## config.mk

```make
export PLATFORM = sky130hd
export DESIGN_NAME = mem_dma
export DESIGN_NICKNAME = d
export VERILOG_FILES = /design/src/rtl/mem_dma_pkg.sv /design/src/rtl/mem_dma.sv
export SDC_FILE = /design/constraint.sdc
export NUM_CORES = 1
export LEC_CHECK = 0
export BUFFER_PORTS_ARGS = -buffer_cell sky130_fd_sc_hd__buf_2
export CELL_PAD_IN_SITES_DETAIL_PLACEMENT = 1
export CELL_PAD_IN_SITES_GLOBAL_PLACEMENT = 2
export CORE_UTILIZATION = 33
export CTS_BUF_LIST = sky130_fd_sc_hd__clkbuf_8
export CTS_CLUSTER_SIZE = 28
export DETAILED_ROUTE_END_ITERATION = 12
export PLACE_DENSITY = 0.79
export SLEW_MARGIN = 10
export SYNTH_ARGS = -nofsm -noshare
export SYNTH_HDL_FRONTEND = slang
export SYNTH_SLANG_ARGS = --single-unit
```

## constraint.sdc

```tcl
create_clock -name clk -period 5.4 [get_ports clk]
set_clock_uncertainty 0.15 [all_clocks]
set_input_delay 0.81 -clock clk [delete_from_list [all_inputs] [get_ports clk]]
set_output_delay 0.81 -clock clk [all_outputs]
set_load 0.01 [all_outputs]
```

## src/rtl/mem_dma_pkg.sv

```systemverilog
// Shared types and constants for the mem_dma block-copy / fill initiator.
package mem_dma_pkg;

    typedef enum logic [1:0] {
        IDLE  = 2'd0,
        READ  = 2'd1,
        WRITE = 2'd2,
        DONE  = 2'd3
    } state_t;

    localparam logic MODE_COPY = 1'b0;
    localparam logic MODE_FILL = 1'b1;

    localparam int DEFAULT_ADDR_WIDTH = 16;

endpackage

```

## src/rtl/mem_dma.sv

```systemverilog
// Byte-wide memory initiator: copies a block (read/write alternating) or fills
// a range with a constant, then pulses done for one cycle.
module mem_dma
    import mem_dma_pkg::*;
#(
    parameter int ADDR_WIDTH = DEFAULT_ADDR_WIDTH
) (
    input  logic                  clk,
    input  logic                  rst_n,
    input  logic                  start,
    input  logic                  mode,
    input  logic [ADDR_WIDTH-1:0] src_addr,
    input  logic [ADDR_WIDTH-1:0] dst_addr,
    input  logic [ADDR_WIDTH-1:0] length,
    input  logic [7:0]            fill_byte,
    output logic                  busy,
    output logic                  done,
    output logic                  mem_read,
    output logic                  mem_write,
    output logic [ADDR_WIDTH-1:0] mem_addr,
    output logic [7:0]            mem_write_byte,
    input  logic [7:0]            mem_read_byte
);

    localparam logic [ADDR_WIDTH-1:0] IDX_ONE = {{(ADDR_WIDTH-1){1'b0}}, 1'b1};

    state_t                  state_reg;
    logic                    mode_reg;
    logic [ADDR_WIDTH-1:0]   src_reg;
    logic [ADDR_WIDTH-1:0]   dst_reg;
    logic [ADDR_WIDTH-1:0]   len_reg;
    logic [7:0]              fill_reg;
    logic [ADDR_WIDTH-1:0]   idx_reg;
    logic [7:0]              data_reg;
    logic [ADDR_WIDTH-1:0]   idx_next;

    assign idx_next = idx_reg + IDX_ONE;

    always_ff @(posedge clk or negedge rst_n) begin
        if (!rst_n) begin
            state_reg <= IDLE;
            mode_reg  <= MODE_COPY;
            src_reg   <= '0;
            dst_reg   <= '0;
            len_reg   <= '0;
            fill_reg  <= '0;
            idx_reg   <= '0;
            data_reg  <= '0;
        end else begin
            case (state_reg)
                IDLE, DONE: begin
                    if (start) begin
                        mode_reg <= mode;
                        src_reg  <= src_addr;
                        dst_reg  <= dst_addr;
                        len_reg  <= length;
                        fill_reg <= fill_byte;
                        idx_reg  <= '0;
                        if (length == '0)
                            state_reg <= DONE;
                        else if (mode == MODE_FILL)
                            state_reg <= WRITE;
                        else
                            state_reg <= READ;
                    end else begin
                        state_reg <= IDLE;
                    end
                end
                READ: begin
                    data_reg  <= mem_read_byte;
                    state_reg <= WRITE;
                end
                WRITE: begin
                    // idx stops at length-1, so idx_next never overflows here
                    if (idx_next == len_reg) begin
                        state_reg <= DONE;
                    end else begin
                        idx_reg   <= idx_next;
                        state_reg <= (mode_reg == MODE_FILL) ? WRITE : READ;
                    end
                end
                default: state_reg <= IDLE;
            endcase
        end
    end

    assign busy = (state_reg == READ) || (state_reg == WRITE);
    assign done = (state_reg == DONE);

    // Bus outputs depend only on registered state, so start never reaches them combinationally
    always_comb begin
        mem_read       = 1'b0;
        mem_write      = 1'b0;
        mem_addr       = '0;
        mem_write_byte = '0;
        case (state_reg)
            READ: begin
                mem_read = 1'b1;
                mem_addr = src_reg + idx_reg;
            end
            WRITE: begin
                mem_write      = 1'b1;
                mem_addr       = dst_reg + idx_reg;
                mem_write_byte = (mode_reg == MODE_FILL) ? fill_reg : data_reg;
            end
            default: ;
        endcase
    end

endmodule

```

==> results.md, run 1 <==
- Combined global-route utilization of all metal layers: 0.182
- Setup violations, final: 0
- Category of the worst setup path capture point: primary output
- DR pass1 iterations: 4
- Detailed router's first-iteration violation count: approximately 190
- VDD IR-drop max: 0.0772 mV
- Global route overflow: 0
- Power share of the clock group: 0.436
- Number of flops mapped to enable cells by yosys: 0
- Number of primary I/O pins: 96
- Internal power component: ~910 µW
- Skew-Pair Late Insertion Delay: 380 ps
- Area of the mapped netlist: between 5000 and 6000 µm²
- NumNets Final: roughly 670
- Main flop type after synthesis: sky130_fd_sc_hd__dfrtp_1
- Transition at the pin with the smallest max-transition slack: around 1100 ps
- Data arrival time of the critical path: about 3900 ps
- Cell with the most instances after synthesis: sky130_fd_sc_hd__dfrtp_1
- WP buf/inv: 3
- TritonCTS buffer count: 9
- Most area-hungry cell type in the Yosys netlist: sky130_fd_sc_hd__dfrtp_1
- Fin Setup TNS: 0 ps
- RSZ-0062 raised after global routing: no
- Crit Path Max Fanout: 18
- Hold path cells: 1
- Biggest cell delay along the critical path: 410 ps
- ANT cells: 0
- First-pass GRT wire length: 23000 µm
- Setup crit start kind: flop
- Mapped Avg Cell Area: between 10 and 15 µm²
- Ratio of routed vias to standard cells: 5.22
- Critical path type: flop to primary output
- CTS Root Buffer Type: sky130_fd_sc_hd__clkbuf_8
- Critical path depth in cells: 14
- Asr flop ratio synth: 1.00
- Required time of the critical path: 4440 ps
- Synth Net Count: ~600
- Final HPWL from detailed placement: between 10000 and 15000 µm
- Average routed wire per standard cell: 17.1 µm
- Number of buffer cells added on primary ports: 95
- Height of the die: roughly 130 µm
- Vias in the first global route: between 4000 and 5000
- Worst path top cell family by delay: compound AO/OA/AOI/OAI gates
- Flip-flop and latch count after synthesis: 83
- Reg-to-reg slack, setup: ~1900 ps
- Antenna violations before repair: 0
- Maximum number of pins on one net before global-route repair: 84
- Maximum root-to-sink buffer count: 2
- Switching Share: 0.234
- Post-route ant nets: 0
- Total of hold buffers inserted after clock tree synthesis: 0
- Die area: ~16000 µm²
- Area share of the largest cell type after synthesis: 0.401
- Slew HR: 0.299
- Count of final hold-check violations: 0
- Number of max-capacitance violations reported: 0
- TritonCTS clock tree: yes
- Cells traversed along the worst timing path: inv_1 -> ha_1 -> buf_4 -> mux2_2 -> ha_1 -> nand2_1 -> o21ai_0 -> nand4_1 -> a31oi_1 -> a311oi_1 -> o21bai_1 -> xnor2_1 -> nor2_1 -> buf_2
- Seq pwr share: 0.527
- Timing-limited maximum frequency: 0.205 GHz
- Synthesized instance count: between 500 and 600
- Period Utilization, post-route: 0.903
- Std-Cell Rows: 45
- Most numerous cell on the critical path: sky130_fd_sc_hd__ha_1
- Post CTS Setup Buffer Count: 0
- Critical path origin: state_reg[0]
- Core region area: about 15000 µm²
- Number of clock sinks: 83
- Crit-path slowest cell: sky130_fd_sc_hd__dfrtp_1
- Number of library cell types mapped by synthesis: between 50 and 60
- H-tree depth: 3
- Initial Utilization: 0.339
- Cell total after placement: slightly below 800
- Worst R2R Start: idx_reg[0]
- Dominant cells by area after synthesis: sky130_fd_sc_hd__dfrtp_1 (40%), sky130_fd_sc_hd__mux2_2 (18%), sky130_fd_sc_hd__ha_1 (4.6%), sky130_fd_sc_hd__xnor2_1 (3.7%), sky130_fd_sc_hd__o21ai_0 (3.3%)
- YS warnings: 0
- Count of non-filler cells in the finished layout: 800
- Fraction of final layout cells sized beyond drive strength 1: 0.350
- Tightest Hold Check Type: flop to flop
- Slew Limit Fails: 0
- Leakage power of the design: slightly below 3 nW
- Weighted congestion at the end of routability-driven global placement: about 0.84
- Worst setup path endpoint: mem_addr[15]
- Sequential cell area fraction in the yosys report: 0.401
- Layout Area Growth over Synthesis: 16.6%
- Count of vias placed by the detailed router: about 4200
- Final routed wirelength across all metal layers: 13600 µm
- CTS clk-pin slew, worst paths: around 90 ps
- Reg2reg path depth: 10
- Net switching power: 278 µW
- Final min period: slightly below 5000 ps
- Worst R2R End: idx_reg[0]
- Power per cell area: between 150 and 200 nW/µm²
- Most instantiated cells after synthesis: sky130_fd_sc_hd__dfrtp_1 (83), sky130_fd_sc_hd__mux2_2 (81), sky130_fd_sc_hd__nor2_1 (39)
- Fillcell total: around 1700
- Portion of total power attributed to combinational logic: 0.037
- Number of remaining DRC errors: 0
- Run status: finished clean
- Die W: between 100 and 150 µm
-- through the flow --
stage	power (mW)	instance area, µm²	setup WS (ps)	hold slack (ps)	util
after floorplan	0.643	5180	1110	324	-
after global placement	0.682	5800	951	338	0.380
after detailed placement	0.683	5800	676	341	0.380
after CTS	1.21	6030	226	363	0.395
after global routing	1.23	6040	167	385	0.396
final	1.19	6040	525	357	0.396
-- layer usage --
layer | global-route usage | share of wire | up-vias
met3 | 0.0377 | 0.031 | 18
met5 | 0 | 0 | -
met2 | 0.303 | 0.48 | 73
met4 | 0.0637 | 0.020 | 0
li1 | - | - | 1996
met1 | 0.234 | 0.47 | 2091
-- logic make-up (layout without fill, tap and decap cells) --
family	after synthesis	after routing	synth area share
AND/OR/NAND/NOR	136	136	0.143
adder cells (fa/ha/maj)	20	20	0.0498
XOR/XNOR	30	30	0.0508
buffers and inverters	41	126	0.0348
AO/OA/AOI/OAI	101	101	0.121
flip-flops	83	83	0.401
multiplexers	93	93	0.199
-- layout make-up --
| cell class | instances | area, µm² | share of cell area |
|---|---|---|---|
| Clock inverter | 7 | 101 | 0.0168 |
| Tap cell | 211 | 264 | 0.0437 |
| Clock buffer | 9 | 124 | 0.0205 |
| Sequential cell | 83 | 2080 | 0.344 |
| Inverter | 13 | 48.8 | 0.00808 |
| Multi-Input combinational cell | 380 | 2930 | 0.485 |
| Timing Repair Buffer | 97 | 493 | 0.0817 |
-- placed cells by master, fill, tap and decap left out, drive strengths merged, types with 4 or more instances in the layout --
master   n
o31ai   12
nand4   12
nand2b   8
nand2   17
xor2     8
a211oi   4
nor2    39
inv     14
nor4     8
nand3   17
ha      19
and3     7
o21ai   34
a31oi    5
mux2i   12
buf     97
dfrtp   83
and2     5
xnor2   22
clkbuf   9
nor3     7
mux2    81
nor2b    8
a21oi   24
-- power by group through the flow --
| stage | clock network (mW) | logic, mW | registers [mW] |
|---|---|---|---|
| global placement | 0 | 0.0439 | 0.638 |
| finish | 0.517 | 0.0436 | 0.625 |
| floorplan | 0 | 0.00547 | 0.638 |
| detailed placement | 0 | 0.0455 | 0.638 |
| global route | 0.559 | 0.0500 | 0.626 |
| CTS | 0.535 | 0.0459 | 0.625 |
-- worst min path at each step --
stage | start | endpoint
6_report | dst_reg[5] | dst_reg[5]
5_1_grt | data_reg[3] | data_reg[3]
4_1_cts | dst_reg[5] | dst_reg[5]
3_5_place_dp | dst_reg[12] | dst_reg[12]
3_3_place_gp | dst_reg[12] | dst_reg[12]
2_1_floorplan | dst_reg[0] | dst_reg[0]
-- what timing repair did --
action / 4_1_cts / 5_1_grt
endpoints found under the hold margin: 0 / 0
endpoints found under the setup margin: 0 / 1
gates resized for setup: 0 / 1
Note: power is estimated with default switching activity, not from simulation.
==> run 2, diff against run 1 <==
--- a/config.mk
+++ b/config.mk
@@ -12,6 +12,7 @@
 export CTS_BUF_LIST = sky130_fd_sc_hd__clkbuf_8
 export CTS_CLUSTER_SIZE = 28
 export DETAILED_ROUTE_END_ITERATION = 12
+export MAX_ROUTING_LAYER = met4
 export PLACE_DENSITY = 0.79
 export SLEW_MARGIN = 10
 export SYNTH_ARGS = -nofsm -noshare
==> constraint.sdc (replaced) <==
create_clock -name clk -period 4.9 [get_ports clk]
set_clock_uncertainty 0.15 [all_clocks]
set_input_delay 0.735 -clock clk [delete_from_list [all_inputs] [get_ports clk]]
set_output_delay 0.735 -clock clk [all_outputs]
set_load 0.01 [all_outputs]
==> results.md, run 2 (synthesis gave the netlist of run 1 again) <==
- Timing-limited maximum frequency: about 0.22 GHz
- CTS Root Buffer Type: sky130_fd_sc_hd__clkbuf_8
- Setup violations, final: 0
- Portion of total power attributed to combinational logic: 0.037
- GR met2 Demand/Resource: 0.311
- Antenna violations before repair: 0
- Number of clock sinks: between 80 and 90
- Final min period: 4540 ps
- Slew Limit Fails: 0
- TritonCTS buffer count: 9
- Crit-path slowest cell: sky130_fd_sc_hd__dfrtp_1
- Post-route ant nets: 0
- Number of buffer cells added on primary ports: between 90 and 100
- Ratio of routed vias to standard cells: 5.22
- H-tree depth: 3
- Cells traversed along the worst timing path: inv_1 -> ha_1 -> buf_6 -> mux2_2 -> ha_1 -> nor2_1 -> o21ai_0 -> nand4_1 -> a31oi_1 -> a311oi_1 -> o21bai_1 -> xnor2_1 -> nor2_1 -> buf_2
- Worst R2R End: idx_reg[1]
- Run status: finished clean
- Core region area: ~15000 µm²
- Endpoint with the worst hold slack: dst_reg[5]
- Count of final hold-check violations: 0
- Die W: roughly 130 µm
- NumNets Final: roughly 670
- Weighted congestion at the end of routability-driven global placement: approximately 0.86
- Power share of the clock group: 0.438
- Die area: between 15000 and 20000 µm²
- Most frequent cells in the layout: sky130_fd_sc_hd__buf_2 (94), sky130_fd_sc_hd__dfrtp_1 (83), sky130_fd_sc_hd__mux2_2 (81), sky130_fd_sc_hd__nor2_1 (39), sky130_fd_sc_hd__o21ai_0 (32)
- First-pass GRT wire length: 23300 µm
- ANT cells: 0
- Reg-to-reg slack, setup: 1370 ps
- Number of primary I/O pins: 96
- Std-Cell Rows: 45
- Setup crit start kind: flop
- Met1 GRT Util: 0.238
- Global route overflow: 0
- Number of max-capacitance violations reported: 0
- Combined global-route utilization of all metal layers: 0.193
- Worst R2R Start: idx_reg[0]
- DR pass1 iterations: 4
- Detailed router's first-iteration violation count: 197
- Category of the worst setup path capture point: primary output
- Reg2reg path depth: 10
- Power per cell area: 217 nW/µm²
- TritonCTS clock tree: yes
- Leakage power of the design: just under 3 nW
- Tightest Hold Check Type: flop to flop
- Launch instance of the worst min-delay path: dst_reg[5]
- Cell total after placement: 784
- Internal power component: about 1.0 mW
- Required time of the critical path: 4010 ps
- Most frequent standard cell in the layout excluding fill and tap cells: sky130_fd_sc_hd__buf_2
- Count of vias placed by the detailed router: 4176
- VDD IR-drop max: 0.130 mV
- Period Utilization, post-route: 0.927
- Hold path cells: 1
- Average routed wire per standard cell: 17.4 µm
- Critical path type: flop to primary output
- Number of remaining DRC errors: 0
- Final routed wirelength across all metal layers: roughly 14000 µm
- Crit Path Max Fanout: 21
- Peak-usage layer in the global routing report: met2
- Vias in the first global route: between 4000 and 5000
- Fin Setup TNS: 0 ps
- Total of hold buffers inserted after clock tree synthesis: 0
- Skew-Pair Late Insertion Delay: 370 ps
- Net switching power: 290 µW
- Count of non-filler cells in the finished layout: 800
- Transition at the pin with the smallest max-transition slack: around 1100 ps
- RSZ-0062 raised after global routing: no
- Maximum number of pins on one net before global-route repair: 84
- Seq pwr share: 0.525
- Maximum root-to-sink buffer count: 2
- Data arrival time of the critical path: 3660 ps
- Initial Utilization: 0.339
- CTS clk-pin slew, worst paths: 90 ps
- Switching Share: 0.221
- Fraction of final layout cells sized beyond drive strength 1: 0.348
- Layout Area Growth over Synthesis: 17.0%
- Biggest cell delay along the critical path: ~420 ps
- Met3 layer usage reported by global route: 0.0281
- Critical path origin: state_reg[0]
- Height of the die: between 100 and 150 µm
- Slew HR: 0.284
- Final HPWL from detailed placement: 10400 µm
## run 2: layer usage
layer	vias to the layer above	wire length [µm]
met2	74	6770
met5	-	0
li1	2001	-
met3	19	360
met1	2082	6470
met4	0	298
## run 2: metrics by stage
stage / hold WS (ps) / util / area, µm² / power [mW] / worst slack [ps]
final: 356 / 0.397 / 6050 / 1.31 / 357
after global routing: 385 / 0.397 / 6050 / 1.37 / 68.0
after CTS: 360 / 0.396 / 6040 / 1.34 / 204
after detailed placement: 342 / 0.380 / 5800 / 0.753 / 387
after global placement: 337 / 0.380 / 5800 / 0.751 / 594
after floorplan: 289 / - / 5180 / 0.709 / 681
## run 2: power groups by stage
stage                     registers [mW]  clock network (mW)  logic, mW
final                              0.689               0.575     0.0487
after global routing               0.690               0.625     0.0559
after CTS                          0.689               0.602     0.0507
after detailed placement           0.703                   0     0.0506
after global placement             0.703                   0     0.0487
after floorplan                    0.703                   0    0.00602
## run 2: critical path: cells and delay by family, from the launching register on
family | cells | cell delay [ps]
compound gates | 4 | 890
xor+xnor | 1 | 150
fa+ha+maj | 2 | 620
buf+inv | 3 | 510
flops | 1 | 420
mux | 1 | 360
simple gates | 3 | 340
## run 2: repair_timing
item / in CTS / in global routing
buffers inserted: 0 / 0
hold endpoints to repair: 0 / 0
resized for setup: 1 / 4
setup endpoints to repair: 2 / 3
## run 2: final cells by class
| class | count | area [µm²] |
|---|---|---|
| Fill cell | 1748 | 9200 |
| Multi-Input combinational cell | 380 | 2940 |
| Sequential cell | 83 | 2080 |
| Timing Repair Buffer | 97 | 497 |
| Tap cell | 211 | 264 |
| Clock buffer | 11 | 151 |
| Clock inverter | 5 | 76.3 |
| Inverter | 13 | 48.8 |
## run 2: worst max path at each step
stage                               to  slack [ps]
after floorplan           mem_addr[12]         680
after global placement    mem_addr[12]         590
after detailed placement  mem_addr[12]         390
after CTS                 mem_addr[12]         200
after global routing      mem_addr[15]          70
final                     mem_addr[15]         360
